===== config.mk =====
export PLATFORM = sky130hd
export DESIGN_NAME = timeout_sched
export DESIGN_NICKNAME = d
export VERILOG_FILES = /design/src/rtl/timeout_sched.sv
export SDC_FILE = /design/constraint.sdc
export NUM_CORES = 1
export LEC_CHECK = 0
export CAP_MARGIN = 20
export CORE_AREA = 2 2 64 81
export CTS_CLUSTER_SIZE = 28
export DETAILED_ROUTE_END_ITERATION = 10
export DIE_AREA = 0 0 66 83
export PLACE_DENSITY = 0.95
export REMOVE_ABC_BUFFERS = 1
export SLEW_MARGIN = 10
export SYNTH_ARGS = -nofsm -noshare
export SYNTH_HDL_FRONTEND = slang
export SYNTH_SLANG_ARGS = --single-unit

===== constraint.sdc =====
create_clock -name clk_i -period 5.35 [get_ports clk_i]
set_input_delay 0.8025 -clock clk_i [delete_from_list [all_inputs] [get_ports clk_i]]
set_output_delay 0.8025 -clock clk_i [all_outputs]
set_load 0.03 [all_outputs]

===== src/rtl/timeout_sched.sv =====
// Shared timeout counter: round-robin grants one requester at a time the WIDTH-bit
// down-counter, counts it to zero and holds the expiry until the consumer takes it.
module timeout_sched #(
    parameter  int NUM_REQ = 4,
    parameter  int WIDTH   = 16,
    localparam int IDW     = $clog2(NUM_REQ)
) (
    input  logic                     clk_i,
    input  logic                     rst_i,
    input  logic [NUM_REQ-1:0]       req_valid_i,
    output logic [NUM_REQ-1:0]       req_ready_o,
    input  logic [NUM_REQ*WIDTH-1:0] req_cycles_i,
    input  logic                     abort_i,
    output logic                     busy_o,
    output logic [IDW-1:0]           active_id_o,
    output logic [WIDTH-1:0]         count_o,
    output logic                     expire_valid_o,
    output logic [IDW-1:0]           expire_id_o,
    input  logic                     expire_ready_i
);

    typedef enum logic [1:0] {
        IDLE   = 2'd0,
        RUN    = 2'd1,
        EXPIRE = 2'd2
    } state_t;

    localparam logic [IDW:0]   NREQ    = (IDW+1)'(NUM_REQ);
    localparam logic [IDW-1:0] LAST_ID = IDW'(NUM_REQ - 1);

    state_t             state_q, state_d;
    logic [WIDTH-1:0]   count_q, count_d;
    logic [IDW-1:0]     id_q, id_d;
    logic [IDW-1:0]     rr_ptr_q, rr_ptr_d;

    logic               win_found;
    logic [IDW-1:0]     win_id;
    logic [IDW:0]       cand;
    logic [WIDTH-1:0]   win_cycles;
    logic [NUM_REQ-1:0] grant;

    // Rotating priority scan: first valid requester at or after rr_ptr, wrapping.
    always_comb begin
        win_found = 1'b0;
        win_id    = '0;
        cand      = '0;
        for (int i = 0; i < NUM_REQ; i++) begin
            cand = {1'b0, rr_ptr_q} + (IDW+1)'(i);
            if (cand >= NREQ) begin
                cand = cand - NREQ;
            end
            if (!win_found && req_valid_i[cand[IDW-1:0]]) begin
                win_found = 1'b1;
                win_id    = cand[IDW-1:0];
            end
        end
    end

    assign win_cycles = req_cycles_i[int'(win_id)*WIDTH +: WIDTH];

    always_comb begin
        state_d  = state_q;
        count_d  = count_q;
        id_d     = id_q;
        rr_ptr_d = rr_ptr_q;
        grant    = '0;
        case (state_q)
            IDLE: begin
                if (win_found) begin
                    grant[win_id] = 1'b1;
                    // A zero-length request still owns the counter for one cycle.
                    count_d  = (win_cycles == '0) ? WIDTH'(1) : win_cycles;
                    id_d     = win_id;
                    rr_ptr_d = (win_id == LAST_ID) ? '0 : win_id + 1'b1;
                    state_d  = RUN;
                end
            end
            RUN: begin
                if (abort_i) begin
                    count_d = '0;
                    id_d    = '0;
                    state_d = IDLE;
                end else if (count_q <= WIDTH'(1)) begin
                    count_d = '0;
                    state_d = EXPIRE;
                end else begin
                    count_d = count_q - 1'b1;
                end
            end
            EXPIRE: begin
                if (expire_ready_i) begin
                    id_d    = '0;
                    state_d = IDLE;
                end
            end
            default: begin
                count_d = '0;
                id_d    = '0;
                state_d = IDLE;
            end
        endcase
    end

    always_ff @(posedge clk_i or posedge rst_i) begin
        if (rst_i) begin
            state_q  <= IDLE;
            count_q  <= '0;
            id_q     <= '0;
            rr_ptr_q <= '0;
        end else begin
            state_q  <= state_d;
            count_q  <= count_d;
            id_q     <= id_d;
            rr_ptr_q <= rr_ptr_d;
        end
    end

    // The grant is combinational from req_valid_i, so it is masked while reset is held.
    assign req_ready_o    = rst_i ? '0 : grant;
    assign busy_o         = (state_q != IDLE);
    assign active_id_o    = id_q;
    assign count_o        = count_q;
    assign expire_valid_o = (state_q == EXPIRE);
    assign expire_id_o    = id_q;

endmodule


Word-level counts from Yosys, hierarchy flattened
Cells that the tools add are included.
{"block": "word_totals", "regBits": 22, "in_bits": 72, "output_inout_bits": 26, "wordCells": 86}
{"block": "classes", "addsub": 9, "magnitude_cmp": 11, "eq_ne": 7, "n_shift": 1, "mux": 39, "bitwise": 1, "n_reduce_logical": 14}
{"operator": "$mux W16", "n": 4}
{"operator": "$shiftx A64 B7 Y16", "n": 1}
{"operator": "$pmux W16 S3", "n": 1}
{"operator": "$mux W2", "n": 15}
{"operator": "$le A16 B1 Y1 const B", "n": 1}
{"operator": "$logic_not A16 Y1", "n": 1}
{"operator": "$sub A16 B1 Y16 const B", "n": 1}
{"operator": "$lt A2 B3 Y1 const B", "n": 5}
{"operator": "$mux W4", "n": 3}
{"operator": "$pmux W2 S3", "n": 2}
{"operator": "$ge A3 B3 Y1 const B", "n": 3}
{"operator": "$mux W1", "n": 9}
{"operator": "$bmux W1 S2", "n": 4}
{"operator": "$sub A2 B1 Y2 const B", "n": 4}
{"operator": "$add A2 B2 Y3 const B", "n": 2}
{"operator": "$reduce_and A3 Y1", "n": 2}
{"operator": "$eq A2 B2 Y1 const B", "n": 2}
{"operator": "$logic_and A1 B1 Y1", "n": 4}
{"operator": "$ne A2 B2 Y1 const B", "n": 2}
{"operator": "$reduce_and A2 Y1", "n": 2}
{"operator": "$add A2 B1 Y3 const B", "n": 1}
{"operator": "$ge A2 B3 Y1 const B", "n": 1}
{"operator": "$logic_not A1 Y1", "n": 3}
{"operator": "$ne A3 B3 Y1 const B", "n": 1}
{"operator": "8 further kinds", "n": 8}

Depth between registers and ports, before layout
Gate-level depths: netlist of the first run.
{"block": "logic_depth", "ltp_word": 21, "ltp_mapped": 10, "depth_no_buf": 8}

Worst setup path before layout of the first run
No wires, ideal clock.
{"block": "synth_timing", "kind": "in2out", "start": "input req_valid_i[2]", "end": "output req_ready_o[3]", "arrival_ns": 2.078, "required_ns": 4.548, "setup_slack_ns": 2.469, "path_stages": 7, "path_buffers": 2, "cell_sequence": "mux2i_1 > nor2_1 > nor3_2 > clkbuf_4 > buf_4 > ha_1 > and3_1"}
{"block": "synth_between", "elab_chain_cells": 19, "word_cells_on_any_way": 30, "classes_between": "2 x order compare; 21 x mux; 7 x reduce/logical"}
{"item": "start, declared", "line": "10", "source": "input logic [NUM_REQ-1:0] req_valid_i,"}
{"item": "$bmux W1 S2", "line": "52", "source": "if (!win_found && req_valid_i[cand[IDW-1:0]]) begin"}
{"item": "$mux W1 (implied by the code)", "line": "52"}
{"item": "$mux W1", "line": "52"}
{"item": "$logic_not A1 Y1", "line": "52"}
{"item": "$logic_and A1 B1 Y1", "line": "52"}
{"item": "$mux W1", "line": "52"}
{"item": "$logic_not A1 Y1", "line": "52"}
{"item": "$logic_and A1 B1 Y1", "line": "52"}
{"item": "(+3 left out)"}
{"item": "$mux W2", "line": "52"}
{"item": "$lt A2 B3 Y1 (implied by the code) / $ge A2 B1 Y1 (equally long branches)", "line": "70", "source": "grant[win_id] = 1'b1;"}
{"item": "$logic_and A1 B1 Y1 (implied by the code)", "line": "70"}
{"item": "$mux W1 (implied by the code)", "line": "70"}
{"item": "$demux W1 S2", "line": "70"}
{"item": "$mux W4 *", "line": "69", "source": "if (win_found) begin"}
{"item": "$mux W4 *", "line": "67", "source": "case (state_q)"}
{"item": "$mux W4 *", "line": "119", "source": "assign req_ready_o = rst_i ? '0 : grant;"}
{"item": "end, declared", "line": "11", "source": "output logic [NUM_REQ-1:0] req_ready_o,"}
Every way passes the cells marked *; elsewhere a longest branch is shown, timed or not. The select of a mux whose other input is x is not followed.

Final worst setup path of the first run
{"block": "layout_timing", "start": "input req_valid_i[0]", "end": "output req_ready_o[2]"}
The elaborated chain is that of the path after synthesis.

==> results.md, run 1 <==
* Critical path data arrival time at 3310 ps
* Synth cell types at 42
* Synth warn at 0
* Mean Syn Cell Area at 8.33 sq um
* CP cell instances: clkdlybuf4s50_1, a21oi_1, o21a_1, o22a_2, buf_4, ha_1, and3_1, clkdlybuf4s50_1
* Max stage delay on crit path at 670 ps
* Worst-Margin Slew at 817 ps
* Die Wd at 66 um
* Count of buffer and inverter cells on the critical path at 3
* Root Driver: clkbuf_8
* Fin Setup TNS at 0 ps
* Hold path depth at 2
* CP dominant cell by count: clkdlybuf4s50_1
* Commonest cells post-synth: 47 x mux2i_1, 23 x nor2_1, 22 x dfrtp_1, 21 x a21oi_1, 20 x o21ai_0
* Total GRT Usage at 22.6%
* Pins Over Slew Limit at 0
* H-tree Lvls at 1
* CTS sink count at 22
* Max Root-Sink Buffers at 2
* Inserted Clock Buffers at 3
* Fin nets at 414
* Leakage at 0.00131 uW
* Initial DRC Count at 119
* Endpoint class of the critical path: output pin
* Synth Cell Area at 2040 sq um
* Vias/cell at 5.66
* Fin. Hold Viols at 0
* First drt pass iteration count at 4
* R2r setup slk at 2650 ps
* Grt total ovfl at 0
* R2r endpoint: count_o[4]
* CP max FO at 31
* Synth Flop Type: dfrtp_1
* Max VDD drop at 0.000308 V
* Switching Fraction at 50.5%
* Dpl hpwl at 4900 um
* Area after DPL at 3020 sq um
* Total routed wirelength at 6200 um
* Pwr Density at 481 nW/um^2
* Area contributors post-synth: dfrtp_1 27%, mux2i_1 23%, a21oi_1 5.1%
* WP data required at 4550 ps
* Initial antenna violation count at 0
* Share of the synthesized area in the top cell type at 27.0%
* Maximum number of pins on one net before global-route repair at 32
* Most common cell in the netlist: mux2i_1
* Wire per inst at 15.7 um
* Run status: finished, final reports clean
* Cell count after synthesis at 245
* Share of cells above drive strength 1 at 3.89%
* Synthesized flop and latch total at 22
* Fmax at 243 MHz
* ANT cells at 0
* Number of global-route vias before repair at 2,146
* RR Startpoint: state_q[0]
* Routability cong. at 0.826
* Unrepaired setup endpoints after global routing: no
* Final period util at 77.0%
* ANT nets after route at 0
* Tmin final at 4120 ps
* Post-CTS setup repair buffer count at 0
* CP top delay family: buffers and inverters
* Full die area at 5480 sq um
* TritonCTS clock tree: yes
* Min-Delay Startpoint: active_id_o[1]
* Setup Skew at 3.54 ps
* IO Port Bufs at 97
* Core ar. at 4690 sq um
* Synthesis-to-finish area growth at 49.9%
* Std-Cell Rows at 28
* Asr flop ratio synth at 100%
* Final Setup Violations at 0
* Routed via count at 2,231
* Max-cap viol count at 0
* Startpoint types: primary input
* Max_slew headroom at 45.0%
* Register area share after synthesis at 27.0%
* I/O Pins at 98
* Flop pwr share at 23.0%
* Crit Path Category: in -> out
* Starting Density at 43.5%
* Fin util at 65.2%
* DIE HEIGHT at 83 um
* Leading area contributor after synthesis: dfrtp_1
* Post-synth EDFFs at 0
* PostCTS Resize Cnt at 0
* Finished layout cell area at 3060 sq um
* Slowest-stage cell, CP: clkdlybuf4s50_1
* First-pass GRT wire length at 10,100 um
* Clock Power Share at 6.9%
* Clk_lat worst skew at 260 ps
* Drt drc at 0
* Clk slew on worst S/H paths at 70 ps
* Hold Crit Class: reg -> reg
* R2R depth at 6
* Combinational Power Share at 70.1%
* Pint at 729 uW
* Sw Pwr at 744 uW
* Hold_buf cts at 0
* Hold EP: active_id_o[1]
==> power groups by stage <==
stage	sequential (uW)	combinational [uW]	clock [uW]
2_1_floorplan	432	573	0
3_3_place_gp	333	1000	0
3_5_place_dp	336	1030	0
4_1_cts	335	1030	103
5_1_grt	349	1120	109
6_report	339	1030	102
==> how the worst max path moves through the flow <==
stage | slack, ps | depth (start not counted) | startpoint | endpoint
final | 1230 | 8 | req_valid_i[0] | req_ready_o[2]
after floorplan | 1690 | 6 | req_valid_i[0] | req_ready_o[0]
after detailed placement | 1210 | 8 | req_valid_i[0] | req_ready_o[2]
after global routing | 1070 | 8 | req_valid_i[0] | req_ready_o[2]
after CTS | 1200 | 8 | req_valid_i[0] | req_ready_o[2]
after global placement | 1340 | 8 | req_valid_i[0] | req_ready_o[2]
==> layout make-up <==
| type | count | area [sq um] |
|---|---|---|
| clock buffer | 3 | 41.3 |
| fill | 390 | 1630 |
| inverter | 9 | 33.8 |
| multi-input combinational | 199 | 1360 |
| sequential | 22 | 551 |
| tap | 60 | 75.1 |
| timing repair buffer | 101 | 1000 |
==> worst register-to-register path: stages (launching register included) <==
cell and delay, ps:
dfrtp_1 480, clkinv_1 290, nor3_1 550, nand2_1 610
nor3_1 380, a21oi_1 70, o31ai_1 230
==> registers in the layout, summed over array words and instances (netlist names) <==
register and count:
active_id_o 2, count_o 16, rr_ptr_q 2, state_q 2
==> stage by stage <==
stage | cells | total power (uW) | hold slack (ps) | setup WS [ps]
floorplan | 230 | 1010 | 519 | 1690
global route | 394 | 1580 | 578 | 1070
global placement | 391 | 1330 | 500 | 1340
finish | 394 | 1470 | 543 | 1230
CTS | 394 | 1470 | 537 | 1200
detailed placement | 391 | 1360 | 519 | 1210
==> kinds of logic (layout without fill, tap and decap cells) <==
| kind of cell | Yosys count | in the layout | synth area share (%) |
|---|---|---|---|
| muxes | 49 | 49 | 24.1 |
| buffers and inverters | 24 | 113 | 6.80 |
| and+or+nand+nor | 76 | 76 | 18.5 |
| DFF | 22 | 22 | 27.0 |
| AOI/OAI and AO/OA | 68 | 68 | 19.9 |
| adders and majority gates | 6 | 6 | 3.68 |
==> cell usage in the layout (no fill, tap or decap), drive strengths merged <==
cell type	netlist	routed
clkdlybuf4s50	0	97
nand2	19	19
mux2	2	2
clkbuf	7	3
nor2	23	23
nand2b	2	2
o22a	1	1
a2111oi	1	1
nor3b	2	2
o21ai	28	28
nand4	1	1
o2bb2ai	1	1
nand3	3	3
nor3	7	7
nor4bb	1	1
a21boi	1	1
ha	6	6
o31ai	2	2
or3	3	3
and2	1	1
buf	8	4
a31oi	1	1
a22o	5	5
o32a	1	1
clkinv	1	1
and3	4	4
o21a	1	1
nor4b	1	1
o2111ai	1	1
nor4	7	7
nor2b	2	2
inv	8	8
a21oi	21	21
mux2i	47	47
a22oi	4	4
dfrtp	22	22
==> metal layers <==
layer  routed length (um)  vias to the layer above  share of wire [%]  global-route usage, %
met1                 2480                     1055                 40                   28.1
li1                     -                     1077                  -                      -
met4                   89                        0                1.4                   5.19
met3                  492                        9                7.9                   3.66
met5                    0                        -                  0                      0
met2                 3140                       90                 51                   40.1
(Power assumes the default switching activity.)
==> inputs of run 2 (changes only) <==
--- a/config.mk
+++ b/config.mk
@@ -6,11 +6,11 @@
 export NUM_CORES = 1
 export LEC_CHECK = 0
 export CAP_MARGIN = 20
-export CORE_AREA = 2 2 64 81
+export CORE_AREA = 2 2 70 89
 export CTS_CLUSTER_SIZE = 28
 export DETAILED_ROUTE_END_ITERATION = 10
-export DIE_AREA = 0 0 66 83
-export PLACE_DENSITY = 0.95
+export DIE_AREA = 0 0 72 91
+export PLACE_DENSITY = 0.86
 export REMOVE_ABC_BUFFERS = 1
 export SLEW_MARGIN = 10
 export SYNTH_ARGS = -nofsm -noshare
==> constraint.sdc (replaced) <==
create_clock -name clk_i -period 3.6 [get_ports clk_i]
set_input_delay 0.54 -clock clk_i [delete_from_list [all_inputs] [get_ports clk_i]]
set_output_delay 0.54 -clock clk_i [all_outputs]
set_load 0.03 [all_outputs]
==> results.md, run 2 (synthesis gave the netlist of run 1 again) <==
* Fmax at 319 MHz
* Total GRT Usage at 20.3% (was 22.6%)
* Most frequent cells in the layout: 95 x clkdlybuf4s50_1, 47 x mux2i_1, 23 x nor2_1, 22 x dfrtp_1, 21 x a21oi_1 (was 97 x clkdlybuf4s50_1, 47 x mux2i_1, 23 x nor2_1, 22 x dfrtp_1, 21 x a21oi_1)
* Critical path data arrival time at 2590 ps (was 3310 ps)
* Fin Setup TNS at 0 ps (unchanged)
* Hold Crit Class: reg -> reg (unchanged)
* CP top delay family: buffers and inverters (unchanged)
* Pint at 1120 uW (was 729 uW)
* WP data required at 3060 ps (was 4550 ps)
* Flop pwr share at 22.6% (was 23.0%)
* Tmin final at 3130 ps
* Root Driver: clkbuf_8 (unchanged)
* Count of buffer and inverter cells on the critical path at 3 (unchanged)
* DIE HEIGHT at 91 um (was 83 um)
* Hold_buf cts at 0 (unchanged)
* Pins Over Slew Limit at 0 (unchanged)
* First drt pass iteration count at 4 (unchanged)
* CP dominant cell by count: clkdlybuf4s50_1 (unchanged)
* Die Wd at 72 um (was 66 um)
* Share of cells above drive strength 1 at 5.62% (was 3.89%)
* Max VDD drop at 0.000331 V (was 0.000308 V)
* Post-CTS setup repair buffer count at 0 (unchanged)
* Leakage at 0.00134 uW (was 0.00131 uW)
* Total routed wirelength at 6460 um (was 6200 um)
* Unrepaired setup endpoints after global routing: no (unchanged)
* Setup Skew at 7.39 ps (was 3.54 ps)
* I/O Pins at 98 (unchanged)
* CP max FO at 5 (was 31)
* Max Root-Sink Buffers at 2 (unchanged)
* Clk slew on worst S/H paths at 80 ps (was 70 ps)
* IO Port Bufs at 97 (unchanged)
* Drt drc at 0 (unchanged)
* Inserted Clock Buffers at 3 (unchanged)
* Final hold slack at 525 ps (was 543 ps)
* Switching Fraction at 49.9% (was 50.5%)
* Routability cong. at 0.881 (was 0.826)
* Initial antenna violation count at 0 (unchanged)
* Fin. Hold Viols at 0 (unchanged)
* Sw Pwr at 1110 uW (was 744 uW)
* Combinational Power Share at 69.3% (was 70.1%)
* Initial DRC Count at 149 (was 119)
* Min-Delay Startpoint: count_o[3] (was active_id_o[1])
* Maximum number of pins on one net before global-route repair at 36 (was 32)
* Core ar. at 5700 sq um (was 4690 sq um)
* Fin nets at 417 (was 414)
* H-tree Lvls at 1 (unchanged)
* TritonCTS clock tree: yes (unchanged)
* Max FFs per register at 16 (unchanged)
* Pwr Density at 720 nW/um^2 (was 481 nW/um^2)
* Max stage delay on crit path at 670 ps (about the same)
* CP cell instances: clkdlybuf4s50_1, a21oi_1, o21a_1, o22a_2, inv_1, ha_1, and3_1, clkdlybuf4s50_1 (was clkdlybuf4s50_1, a21oi_1, o21a_1, o22a_2, buf_4, ha_1, and3_1, clkdlybuf4s50_1)
* Number of global-route vias before repair at 2,357 (was 2,146)
* Crit Path Category: in -> out (unchanged)
* Routed via count at 2,242 (was 2,231)
* Max-cap viol count at 0 (unchanged)
* CTS sink count at 22 (unchanged)
* Full die area at 6550 sq um (was 5480 sq um)
* Clock Power Share at 8.1% (was 6.9%)
* Std-Cell Rows at 31 (was 28)
* Final Setup Violations at 0 (unchanged)
* Startpoint types: primary input (unchanged)
* Endpoint class of the critical path: output pin (unchanged)
* Grt total ovfl at 0 (unchanged)
* Slowest-stage cell, CP: clkdlybuf4s50_1 (unchanged)
* Max_slew headroom at 35.6% (was 45.0%)
* Vias/cell at 5.55 (was 5.66)
* Starting Density at 35.8% (was 43.5%)
* Final period util at 87.0%
* # fillers at 537 (was 390)
* Run status: finished, final reports clean (unchanged)
* Synthesis-to-finish area growth at 51.8% (was 49.9%)
* ANT nets after route at 0 (unchanged)
* Dpl hpwl at 5150 um (was 4900 um)
* Clk_lat worst skew at 270 ps (was 260 ps)
* Wire per inst at 16.0 um (was 15.7 um)
* Worst Setup SP: req_valid_i[0] (unchanged)
* RR Startpoint: count_o[6] (was state_q[0])
* Most common cell after layout, fill and taps aside: clkdlybuf4s50_1 (unchanged)
* ANT cells at 0 (unchanged)
* PostCTS Resize Cnt at 0 (unchanged)
* First-pass GRT wire length at 10,600 um (was 10,100 um)
* Worst-Margin Slew at 955 ps (was 817 ps)
-- run 2: layout make-up --
type | instances | area [sq um] | area share [%]
clock buffers | 4 | 55.1 | 1.78
inverters | 9 | 33.8 | 1.09
multi-input cells | 199 | 1360 | 43.9
flip-flops and latches | 22 | 551 | 17.8
well taps | 66 | 82.6 | 2.66
repair buffers | 104 | 1020 | 32.8
-- run 2: path summary, 6_finish.rpt --
check / to / slack, ps / cells past startpoint
hold reg to reg: count_o[3] / 520 / 2
min in group asynchronous: active_id_o[1] / 720 / 3
hold / removal: count_o[3] / 520 / 2
setup reg to reg: count_o[12] / 1050 / 8
setup / recovery: req_ready_o[0] / 470 / 8
max in group asynchronous: count_o[3] / 2640 / 3
-- run 2: stage by stage --
stage	area [sq um]	worst slack [ps]	std cells	power (uW)	util, %
2_1_floorplan	1940	461	230	1490	-
3_3_place_gp	3050	528	400	2020	53.4
3_5_place_dp	3050	464	400	2050	53.4
4_1_cts	3100	458	404	2240	54.4
5_1_grt	3100	348	404	2410	54.4
6_report	3100	468	404	2230	54.4
-- run 2: power by group through the flow --
stage                     Sequential [uW]  Clock [uW]  Combinational [uW]
after floorplan                       642           0                 852
after global placement                502           0                1510
after detailed placement              507           0                1540
after CTS                             503         184                1550
after global routing                  524         194                1690
final                                 505         181                1550
-- run 2: worst reg2reg max path, stage by stage (launching register included) --
cell	delay, ps
dfrtp_1	470
nor2_1	250
nand2_1	120
nor4_1	270
o2111ai_1	190
nand2_1	600
nor2_1	180
a22oi_1	240
o21ai_1	100
-- run 2: layer usage --
metal / wire length [um] / up-vias / global-route usage (%)
li1: - / 1087 / -
met4: 307 / 0 / 11.0
met3: 356 / 26 / 2.77
met2: 3420 / 95 / 36.4
met5: 0 / - / 0
met1: 2380 / 1034 / 22.4
